==> src/rtl/aurora_sync_fifo.sv <==
`default_nettype none
// ============================================================================
// Module   : aurora_sync_fifo
// Purpose  : Single-clock first-word-fall-through FIFO. The head entry is
//            visible on o_rd_data whenever the FIFO is not empty; an empty
//            FIFO presents all-zero data. A write while full succeeds only
//            when a read frees a slot in the same cycle.
// Revision : 1.0 - initial release
// ============================================================================
module aurora_sync_fifo #(
  parameter int WIDTH = 17,
  parameter int DEPTH = 16
) (
  input  logic             clk,
  input  logic             rst_n,
  input  logic             i_wr_en,
  input  logic [WIDTH-1:0] i_wr_data,
  input  logic             i_rd_en,
  output logic [WIDTH-1:0] o_rd_data,
  output logic             o_full,
  output logic             o_empty
);

  localparam int c_aw = $clog2(DEPTH);

  // Pointers carry one extra wrap bit to tell full from empty.
  logic [c_aw:0]      r_wr_ptr;
  logic [c_aw:0]      r_rd_ptr;
  logic [WIDTH-1:0]   r_mem [DEPTH];
  logic               w_wr;
  logic               w_rd;

  assign o_empty = (r_wr_ptr == r_rd_ptr);
  assign o_full  = (r_wr_ptr[c_aw] != r_rd_ptr[c_aw]) &&
                   (r_wr_ptr[c_aw-1:0] == r_rd_ptr[c_aw-1:0]);

  // A read frees the head slot this cycle, so a write may reuse it when full.
  assign w_rd = i_rd_en && !o_empty;
  assign w_wr = i_wr_en && (!o_full || w_rd);

  // Head entry falls through; gated to zero so an empty FIFO shows no stale data.
  assign o_rd_data = o_empty ? '0 : r_mem[r_rd_ptr[c_aw-1:0]];

  // Storage array: written on accepted writes, never reset.
  always_ff @(posedge clk) begin
    if (w_wr)
      r_mem[r_wr_ptr[c_aw-1:0]] <= i_wr_data;
  end

  // Pointer update; reset empties the FIFO.
  always_ff @(posedge clk or negedge rst_n) begin
    if (!rst_n) begin
      r_wr_ptr <= '0;
      r_rd_ptr <= '0;
    end else begin
      if (w_wr)
        r_wr_ptr <= r_wr_ptr + (c_aw+1)'(1);
      if (w_rd)
        r_rd_ptr <= r_rd_ptr + (c_aw+1)'(1);
    end
  end

endmodule : aurora_sync_fifo
`default_nettype wire

==> config.mk <==
export PLATFORM = sky130hd
export DESIGN_NAME = aurora_sync_fifo
export DESIGN_NICKNAME = d
export VERILOG_FILES = /design/src/rtl/aurora_sync_fifo.sv
export SDC_FILE = /design/constraint.sdc
export NUM_CORES = 1
export LEC_CHECK = 0
export ABC_CLOCK_PERIOD_IN_PS = 3450
export BUFFER_PORTS_ARGS = -buffer_cell sky130_fd_sc_hd__clkbuf_2
export CORE_MARGIN = 5
export CORE_UTILIZATION = 40
export DETAILED_ROUTE_END_ITERATION = 10
export PLACE_DENSITY = 0.59
export SLEW_MARGIN = 20
export SYNTH_ARGS = -nofsm -noshare
export SYNTH_HDL_FRONTEND = slang
export SYNTH_SLANG_ARGS = --single-unit
==> constraint.sdc <==
create_clock -name clk -period 3.45 [get_ports clk]
set_input_delay 0.5175 -clock clk [delete_from_list [all_inputs] [get_ports clk]]
set_output_delay 0.5175 -clock clk [all_outputs]
set_load 0.005 [all_outputs]
==> run metrics, run 1 <==
Vias/cell 5.644; DR iter-0 viols 468; final HPWL from detailed placement 13210 um; nets 583; Area growth syn-to-layout 14.81%; dpl ws 0.8244 ns; Slew @ Worst Pin 1.048 ns; Reg area 0.008423 mm2; Placer Congestion 0.7206; Core ar. 0.02703 mm2; Yosys reg bits 282; Hold Crit Class input port to flop; Initial Util 40.69%; CTS tree yes; largest net degree at the start of global routing 72; GRT Util Overall 15.71%; final setup violation count 0; # rows 60; Critical Path End Type output port; TritonCTS Buffers 27; H-Tree Depth 1; wire per inst 25.87 um; crit path launch type flop; Syn Inst Count 492; CP Max Fanout 11; Fill cells 2233; PD cells 840.5 mW/mm2; final instance area 0.01263 mm2; DIE AREA 0.03091 mm2; max cap viols 0; setup bufs post-CTS 0; Worst Hold Slack 0.3717 ns; final hold vios 0; clk buf depth 3; Clk Latency, worst-skew pair 0.53 ns; Antenna Violating Nets Remaining 0; Period minus WS final 3.158 ns; vias 5187; Remaining DRCs 0; post_cts resized 0; antenna violations before repair 1; Synth cell types 30; TritonRoute pass-1 iters 5; LEAKAGE 4.136 nW; Clk pin slew, worst setup/hold paths 0.07 ns; worst vdd ir 0.6747 mV; Crit Path Class flop to output port; first-pass GRT wire length 36340 um; Clk Tree Root Cell clkbuf_16; post-layout util 46.72%; total wire length 23770 um; horizontal die dimension 175.8 um; vias in the first global route 5552; Die Ht 175.8 um; max_slew headroom 30.12%; status complete, no violations; Final Skew 0.01221 ns; CP arrival 2.64 ns; Layout Cells excl Fill 919; syn_area_per_cell 22.35 um2; Req. time, crit path 2.93 ns; area of the mapped netlist 0.01100 mm2; multi-input combinational cell area 0.002389 mm2; fraction of layout cells with a size suffix above 1 34.43%; Final period util 91.54%; Syn. warnings 0; dpl cell area 0.01166 mm2; Fmax achieved 316.6 MHz; Port Buffer Count 39; RSZ-0062 raised after global routing no; fin. max-slew vios 0; Final WS setup 0.2919 ns; dpl cells 868; Setup TNS 0 ns; ANT cells 0; IO Pins 40; Post-Synthesis Net Count 518; Seq/Total Area, Yosys 76.55%; Tot Pwr 10.61 mW; CTS Sinks 282; grt total ovfl 0; Hold-fix buffers, CTS 1
## cell type report
| cell class | instances | share of cell area (%) |
|---|---|---|
| clock buffer | 29 | 5.411 |
| clock inverter | 21 | 2.121 |
| inverter | 3 | 0.08919 |
| multi-input combinational | 177 | 18.92 |
| sequential | 282 | 66.71 |
| tap | 341 | 3.379 |
| timing repair buffer | 66 | 3.369 |
## path summary, 6_finish.rpt
| check | startpoint | to | slack (ns) | depth (start not counted) |
|---|---|---|---|---|
| worst min-delay path | i_rd_en | r_rd_ptr[0] | 0.37 | 3 |
| max in group asynchronous | rst_n | r_rd_ptr[0] | 2.78 | 2 |
| worst min register to register | r_wr_ptr[4] | r_wr_ptr[4] | 0.49 | 1 |
| worst max-delay path | r_rd_ptr[2] | o_rd_data[10] | 0.29 | 5 |
| worst max register to register | r_rd_ptr[4] | r_mem[12][0] | 0.98 | 4 |
| min in group asynchronous | rst_n | r_wr_ptr[3] | 0.41 | 2 |
## worst max-delay path: stages, from the launching register on
cell and delay, ns:
dfrtp_1 0.50, nor2_2 0.83, buf_4 0.29, a22oi_1 0.07, a21oi_1 0.26, clkbuf_2 0.17
## state kept, by name, summed over array words and instances, names as in the netlist
name	count
r_mem	272
r_rd_ptr	5
r_wr_ptr	5
## kinds of logic (layout without fill, tap and decap cells)
family | after synthesis | after routing | synth area share [%]
buf+inv | 33 | 119 | 1.957
mux | 69 | 69 | 14.03
flops | 282 | 282 | 76.55
simple gates | 35 | 35 | 1.900
xor+xnor | 13 | 13 | 1.377
fa+ha+maj | 5 | 5 | 0.5689
compound gates | 55 | 55 | 3.618
## cells in the final DEF, fill, tap and decap left out, drive strengths merged, types with 2 or more instances in the layout
master and n:
a21oi 17, a22oi 34, and2 2, and3 12, buf 26, bufinv 6, clkbuf 68, clkinv 10
clkinvlp 3, dfrtp 10, edfxtp 272, ha 5, inv 5, mux4 68, nand2 3, nand4 2
nor2 7, nor2b 5, nor3b 2, o21ai 2, xnor2 9, xor2 4
## where the power goes
part           total (mW)  switching [mW]  internal, mW
sequential           4.34           0.186          4.15
combinational        3.16            1.73          1.43
clock                3.12            1.23          1.89
## cell usage after synthesis (all sizes together)
| library cell | n | area (um2) |
|---|---|---|
| edfxtp | 272 | 8168 |
| mux4 | 68 | 1531 |
| a22oi | 34 | 255.2 |
| buf | 20 | 165.2 |
| a21oi | 17 | 85.08 |
| and3 | 12 | 75.07 |
| clkbuf | 10 | 38.78 |
| dfrtp | 10 | 250.2 |
| xnor2 | 9 | 116.4 |
| nor2 | 7 | 26.28 |
| ha | 5 | 62.56 |
| nor2b | 5 | 31.28 |
| xor2 | 4 | 35.03 |
| inv | 3 | 11.26 |
| nand2 | 3 | 11.26 |
| and2 | 2 | 12.51 |
| nand4 | 2 | 27.53 |
| nor3b | 2 | 15.01 |
| o21ai | 2 | 13.76 |
| mux2 | 1 | 11.26 |
| nand3 | 1 | 5.000 |
| nor3 | 1 | 5.000 |
| o311ai | 1 | 26.28 |
| o31a | 1 | 17.52 |
## per-layer routing
metal	part of all wire, %	global-route usage [%]
met4	1.6	3.769
met2	50	24.97
met3	6.4	2.411
met1	42	23.12
met5	0.034	0
Note: power is estimated with default switching activity, not from simulation.
==> run 2: changes to the inputs <==
--- a/config.mk
+++ b/config.mk
@@ -5,7 +5,7 @@
 export SDC_FILE = /design/constraint.sdc
 export NUM_CORES = 1
 export LEC_CHECK = 0
-export ABC_CLOCK_PERIOD_IN_PS = 3450
+export ABC_CLOCK_PERIOD_IN_PS = 4090
 export BUFFER_PORTS_ARGS = -buffer_cell sky130_fd_sc_hd__clkbuf_2
 export CORE_MARGIN = 5
 export CORE_UTILIZATION = 40
==> constraint.sdc (replaced) <==
create_clock -name clk -period 4.09 [get_ports clk]
set_input_delay 0.6135 -clock clk [delete_from_list [all_inputs] [get_ports clk]]
set_output_delay 0.6135 -clock clk [all_outputs]
set_load 0.005 [all_outputs]
==> run metrics, run 2 (synthesis gave the netlist of run 1 again) <==
fin. max-slew vios 0 (unchanged); Req. time, crit path 3.48 ns (+0.55 ns); grt total ovfl 0 (unchanged); CTS Sinks 282 (unchanged); LEAKAGE 4.136 nW (about the same); Worst Hold Slack 0.4639 ns (+0.09216 ns); CTS tree yes; Area growth syn-to-layout 14.85% (about the same); Hold Crit Class input port to flop; Die Ht 175.8 um (unchanged); TritonCTS Buffers 29 (+7.4%); final setup violation count 0 (unchanged); Final WS setup 0.6302 ns (+0.3384 ns); worst vdd ir 0.4746 mV (-30%); Antenna Violating Nets Remaining 0 (unchanged); Clk Latency, worst-skew pair 0.53 ns (about the same); most frequent cells in the layout edfxtp_1, mux4_2, clkbuf_2; GRT Util Overall 15.59% (-0.12 points); Clk pin slew, worst setup/hold paths 0.06 ns (about the same); post_cts resized 0 (unchanged); Critical Path End Type output port; Period minus WS final 3.460 ns; horizontal die dimension 175.8 um (unchanged); PD cells 711.0 mW/mm2 (-15%); dpl ws 1.095 ns (+0.2702 ns); Hold-fix buffers, CTS 1 (unchanged); Final Skew 0.01507 ns (+0.002858 ns); Vias/cell 5.669 (+0.44%); reg2reg end r_mem[2][2]; Slew @ Worst Pin 0.9375 ns (-0.1107 ns); ANT cells 0 (unchanged); Reg2Reg Depth 5 (+1); total wire length 24000 um (+0.97%); crit path launch type flop; H-Tree Depth 1 (unchanged); status complete, no violations; final hold vios 0 (unchanged); Crit Path Class flop to output port; Remaining DRCs 0 (unchanged); TritonRoute pass-1 iters 5 (unchanged); post-layout util 46.73% (about the same); max_slew headroom 37.44% (+7.3 points); wire per inst 26.12 um (+0.97%); clk buf depth 3 (unchanged); Initial Util 40.69% (unchanged); RR Startpoint r_rd_ptr[1]; nets 584 (+0.17%); Placer Congestion 0.7274 (+0.94%); antenna violations before repair 1 (unchanged); vias 5210 (+0.44%); fraction of layout cells with a size suffix above 1 33.74% (-0.69 points); setup bufs post-CTS 0 (unchanged); Reg2Reg Setup Slack 1.23 ns (+0.25 ns); largest net degree at the start of global routing 42 (-42%); RSZ-0062 raised after global routing no; Setup crit start r_rd_ptr[0]; CP Max Fanout 31 (+20); end of the critical path o_rd_data[0]; final HPWL from detailed placement 13340 um (+1.0%); # rows 60 (unchanged); Largest register FFs 272 (unchanged); Port Buffer Count 39 (unchanged); vias in the first global route 5439 (-2.0%); Setup TNS 0 ns (unchanged); commonest non-fill, non-tap cell in the layout edfxtp_1; DR iter-0 viols 586 (+25%); DIE AREA 0.03091 mm2 (unchanged); max cap viols 0 (unchanged); Fmax achieved 289.0 MHz; Core ar. 0.02703 mm2 (unchanged); min-delay src i_rd_en; Clk Tree Root Cell clkbuf_16; CP arrival 2.85 ns (+0.21 ns); first-pass GRT wire length 36040 um (-0.84%); IO Pins 40 (unchanged); Final period util 84.59%
==> run 2: changes by cell type in the layout (fill, tap and decap cells not counted), moves of 2 or more <==
cell,before,now
clkbuf_1,2,4
clkbuf_16,27,29
clkinv_1,2,4
clkinv_2,8,6
inv_6,2,0
==> run 2: critical path, cell delays in order, from the launching register on <==
cell	delay, ns
dfrtp_4	0.84
buf_4	0.41
mux4_2	0.54
a22oi_1	0.26
a21oi_1	0.12
clkbuf_2	0.13
==> run 2: area by class of cell <==
type | count | area, um2
Tap cell | 341 | 426.7
Sequential cell | 282 | 8423
Multi-Input combinational cell | 177 | 2389
Clock inverter | 18 | 221.5
Fill cell | 2222 | 14400
Clock buffer | 33 | 740.7
Inverter | 3 | 11.26
Timing Repair Buffer | 65 | 417.9
==> run 2: worst min path at each step <==
stage / to / slack (ns) / depth (start not counted)
final: r_rd_ptr[0] / 0.46 / 3
after global routing: r_rd_ptr[0] / 0.45 / 3
after CTS: r_rd_ptr[0] / 0.44 / 3
after detailed placement: r_rd_ptr[4] / 0.48 / 1
after global placement: r_wr_ptr[4] / 0.48 / 1
after floorplan: r_rd_ptr[0] / 0.32 / 0
==> run 2: where the power goes <==
group	leakage, nW	switching [mW]	total (mW)	internal [mW]
logic	1.09	1.31	2.51	1.20
registers	2.57	0.306	3.80	3.50
clock network	0.469	1.05	2.66	1.61
==> run 2: through the flow <==
stage | power (mW) | instance area [um2] | cells
floorplan | 5.521 | 11000 | 492
global placement | 6.377 | 11660 | 867
detailed placement | 6.424 | 11660 | 867
CTS | 9.085 | 12630 | 919
global route | 9.376 | 12630 | 919
finish | 8.980 | 12630 | 919
==> run 2: layer usage <==
layer  GRT usage, %  share of wire (%)  up-vias
met2          24.91                 49      172
met5              0              0.029        -
met1          22.87                 43     2793
li1               -                  -     2202
met3          2.282                6.5       41
met4          3.834                2.2        2
==> run 3: changes to the inputs <==
--- a/config.mk
+++ b/config.mk
@@ -5,12 +5,13 @@
 export SDC_FILE = /design/constraint.sdc
 export NUM_CORES = 1
 export LEC_CHECK = 0
-export ABC_CLOCK_PERIOD_IN_PS = 4090
+export ABC_AREA = 1
+export ABC_CLOCK_PERIOD_IN_PS = 3600
 export BUFFER_PORTS_ARGS = -buffer_cell sky130_fd_sc_hd__clkbuf_2
 export CORE_MARGIN = 5
 export CORE_UTILIZATION = 40
 export DETAILED_ROUTE_END_ITERATION = 10
-export PLACE_DENSITY = 0.59
+export PLACE_DENSITY = 0.58
 export SLEW_MARGIN = 20
 export SYNTH_ARGS = -nofsm -noshare
 export SYNTH_HDL_FRONTEND = slang
==> constraint.sdc (replaced) <==
create_clock -name clk -period 3.6 [get_ports clk]
set_input_delay 0.54 -clock clk [delete_from_list [all_inputs] [get_ports clk]]
set_output_delay 0.54 -clock clk [all_outputs]
set_load 0.005 [all_outputs]
==> run metrics, run 3 <==
Vias/cell 4.824 (-15%); Clk Tree Root Cell clkbuf_16; Die Ht 186.6 um (+6.1%); vias 8322 (+60%); Net Sw Frac 37.11% (+7.4 points); IO Pins 40 (unchanged); Antenna Violating Nets Remaining 0 (unchanged); area share of the largest cell type after synthesis 65.48% (-8.8 points); TritonCTS Buffers 30 (+3.4%); CP top delay family buffers and inverters; cell mode on critical path nand2_1; max_slew headroom 44.68% (+7.2 points); status complete, no violations; first-pass GRT wire length 46870 um (+30%); WL met2 13850 um (+18%); Post-Synthesis Net Count 1280 (+150%); Metal-1 WL 14060 um (+38%); antenna violations before repair 0 (-1); DIE AREA 0.03481 mm2 (+13%); PD cells 750.1 mW/mm2 (+5.5%); CP arrival 2.86 ns (about the same); Int Pwr 6.665 mW (+5.6%); Synth cell types 22 (-27%); largest net degree at the start of global routing 53 (+26%); area of the mapped netlist 0.01247 mm2 (+13%); DR iter-0 viols 647 (+10%); LEAKAGE 6.142 nW (+49%); Hold Crit Class input port to flop; final hold vios 0 (unchanged); worst vdd ir 0.4309 mV (-9.2%); horizontal die dimension 186.6 um (+6.1%); syn_area_per_cell 9.947 um2 (-55%); Seq pwr share 38.8% (-3.6 points); Fmax achieved 294.3 MHz; ANT cells 0 (unchanged); Fill cells 2874 (+29%); Final Skew 0.01703 ns (+0.001961 ns); final HPWL from detailed placement 18520 um (+39%); CTS tree yes; WP buf/inv 3 (+1); max incr delay on CP 0.62 ns (-0.22 ns); synth cell count leaders nand2_1, edfxtp_1, inv_1; max cap viols 0 (unchanged); most frequent cell after synthesis nand2_1; slowest stage cell on the critical path dfrtp_4; wire per inst 17.43 um (-33%); Remaining DRCs 0 (unchanged); fraction of layout cells with a size suffix above 1 11.06% (-23 points); Core ar. 0.03067 mm2 (+13%); Largest register FFs 272 (unchanged); Synth area leaders edfxtp_1, nand2_1, inv_1; vias in the first global route 8065 (+48%); Synth area leader edfxtp_1; Yosys reg bits 282 (unchanged); Seq/Total Area, Yosys 67.49% (-9.1 points); Routed met3 length 1540 um (-1.2%); Crit Path Class flop to output port; Post-synth EDFFs 272 (unchanged); clock power share 26.3% (-3.4 points); nets 1331 (+130%); RSZ-0062 raised after global routing no; final setup violation count 0 (unchanged); crit path launch type flop; ys flop type edfxtp_1; Req. time, crit path 3.06 ns (-0.42 ns); Clk Latency, worst-skew pair 0.55 ns (+0.02 ns); Period minus WS final 3.398 ns; grt total ovfl 0 (unchanged); Psw 3.932 mW (+47%); setup bufs post-CTS 0 (unchanged); Slew @ Worst Pin 0.8248 ns (-0.1127 ns); # rows 64 (+6.7%); async set or reset register ratio after synthesis 3.546% (unchanged); clk buf depth 3 (unchanged); TritonRoute pass-1 iters 4 (-1); highest metal used met4; Area growth syn-to-layout 13.26%; Final period util 94.39%; CP cell instances inv_4 -> buf_4 -> nand2_1 -> nand2_1 -> nand2_1 -> nand3_1 -> nand3_1 -> a21oi_1 -> clkbuf_2; most frequent cells in the layout nand2_1, edfxtp_1, inv_1; fin. max-slew vios 0 (unchanged); Port Buffer Count 39 (unchanged); H-Tree Depth 1 (unchanged); total wire length 30080 um (+25%); Initial Util 40.67% (about the same); post-layout util 46.06% (-0.67 points); CTS Sinks 282 (unchanged); Syn. warnings 0 (unchanged); Setup TNS 0 ns (unchanged); Syn Inst Count 1254 (+150%); commonest non-fill, non-tap cell in the layout nand2_1; Logic pwr share 34.8% (+6.8 points); Placer Congestion 0.7938 (+9.1%); Critical Path End Type output port; GRT Util Overall 16.86% (+1.3 points); CP Max Fanout 32 (+3.2%); Clk pin slew, worst setup/hold paths 0.06 ns (about the same)
==> run 3: cell count changes after synthesis, moves of 3 or more <==
cell,change
nand2_1,+511
inv_1,+190
nand3_1,+142
mux4_2,-68
a22oi_1,-34
buf_2,+27
nor2_1,+13
and3_1,-12
buf_1,+7
buf_6,-7
inv_2,+7
nor2b_1,-5
xnor2_2,-5
nor2_4,+3
==> run 3: cells by family (layout without fill, tap and decap cells) <==
logic type	count (synthesis)	count (layout)	synth area share, %
buf+inv	258	333	8.366
simple gates	684	684	22.43
compound gates	18	18	0.7222
flops	282	282	67.49
xor+xnor	7	7	0.4915
fa+ha+maj	5	5	0.5016
==> run 3: repair_timing <==
action                                  CTS  global route
hold endpoints to repair                 10             0
endpoints found under the setup margin    0             7
hold buffers                              1             0
resized for setup                         0             3
==> run 3: worst paths after layout <==
path / startpoint / endpoint / slack, ns / cells past startpoint
setup reg to reg: r_rd_ptr[0] / r_mem[1][9] / 0.80 / 8
hold reg to reg: r_wr_ptr[4] / r_wr_ptr[4] / 0.54 / 2
hold / removal: i_wr_en / r_wr_ptr[0] / 0.33 / 3
min in group asynchronous: rst_n / r_rd_ptr[3] / 0.42 / 2
max in group asynchronous: rst_n / r_rd_ptr[0] / 2.93 / 2
setup / recovery: r_rd_ptr[0] / o_rd_data[8] / 0.20 / 9
==> run 3: area by class of cell <==
| class | instances | area (um2) | area share (%) |
|---|---|---|---|
| clock inverter | 11 | 50.05 | 0.3543 |
| inverter | 201 | 757.0 | 5.358 |
| sequential | 282 | 8423 | 59.62 |
| timing repair buffer | 76 | 508.0 | 3.596 |
| multi-input combinational | 714 | 3055 | 21.63 |
| tap | 396 | 495.5 | 3.507 |
| clock buffer | 45 | 838.3 | 5.934 |
==> run 3: per-layer routing <==
layer / global-route usage (%) / vias to the layer above
li1: - / 4092
met1: 24.70 / 3992
met2: 26.82 / 194
met4: 3.756 / 0
met5: 0 / -
met3: 2.597 / 44
==> run 3: power groups by stage <==
stage	clock network, mW	logic [mW]	registers (mW)
after floorplan	0	2.54	4.06
after global placement	0	3.68	4.18
after detailed placement	0	3.71	4.19
after CTS	2.86	3.73	4.12
after global routing	3.00	4.17	4.15
final	2.79	3.69	4.12
==> run 3: worst reg2reg max path, stage by stage, from the launching register on <==
cell	delay (ns)
dfrtp_4	0.62
inv_4	0.34
nand2_1	0.11
nand2_1	0.12
nor2_4	0.06
nand4_4	0.12
nand2_2	0.23
nor2_2	0.58
buf_4	0.32
==> run 3: per-stage QoR <==
stage / worst slack (ns) / instances / hold WS [ns] / instance area (um2) / power (mW)
floorplan: 1.343 / 1254 / 0.2444 / 12470 / 6.600
global placement: 0.7681 / 1668 / 0.4380 / 13220 / 7.861
detailed placement: 0.7386 / 1668 / 0.4357 / 13220 / 7.897
CTS: 0.1359 / 1725 / 0.3007 / 14120 / 10.71
global route: 0.01770 / 1725 / 0.3360 / 14130 / 11.32
finish: 0.2019 / 1725 / 0.3251 / 14130 / 10.60
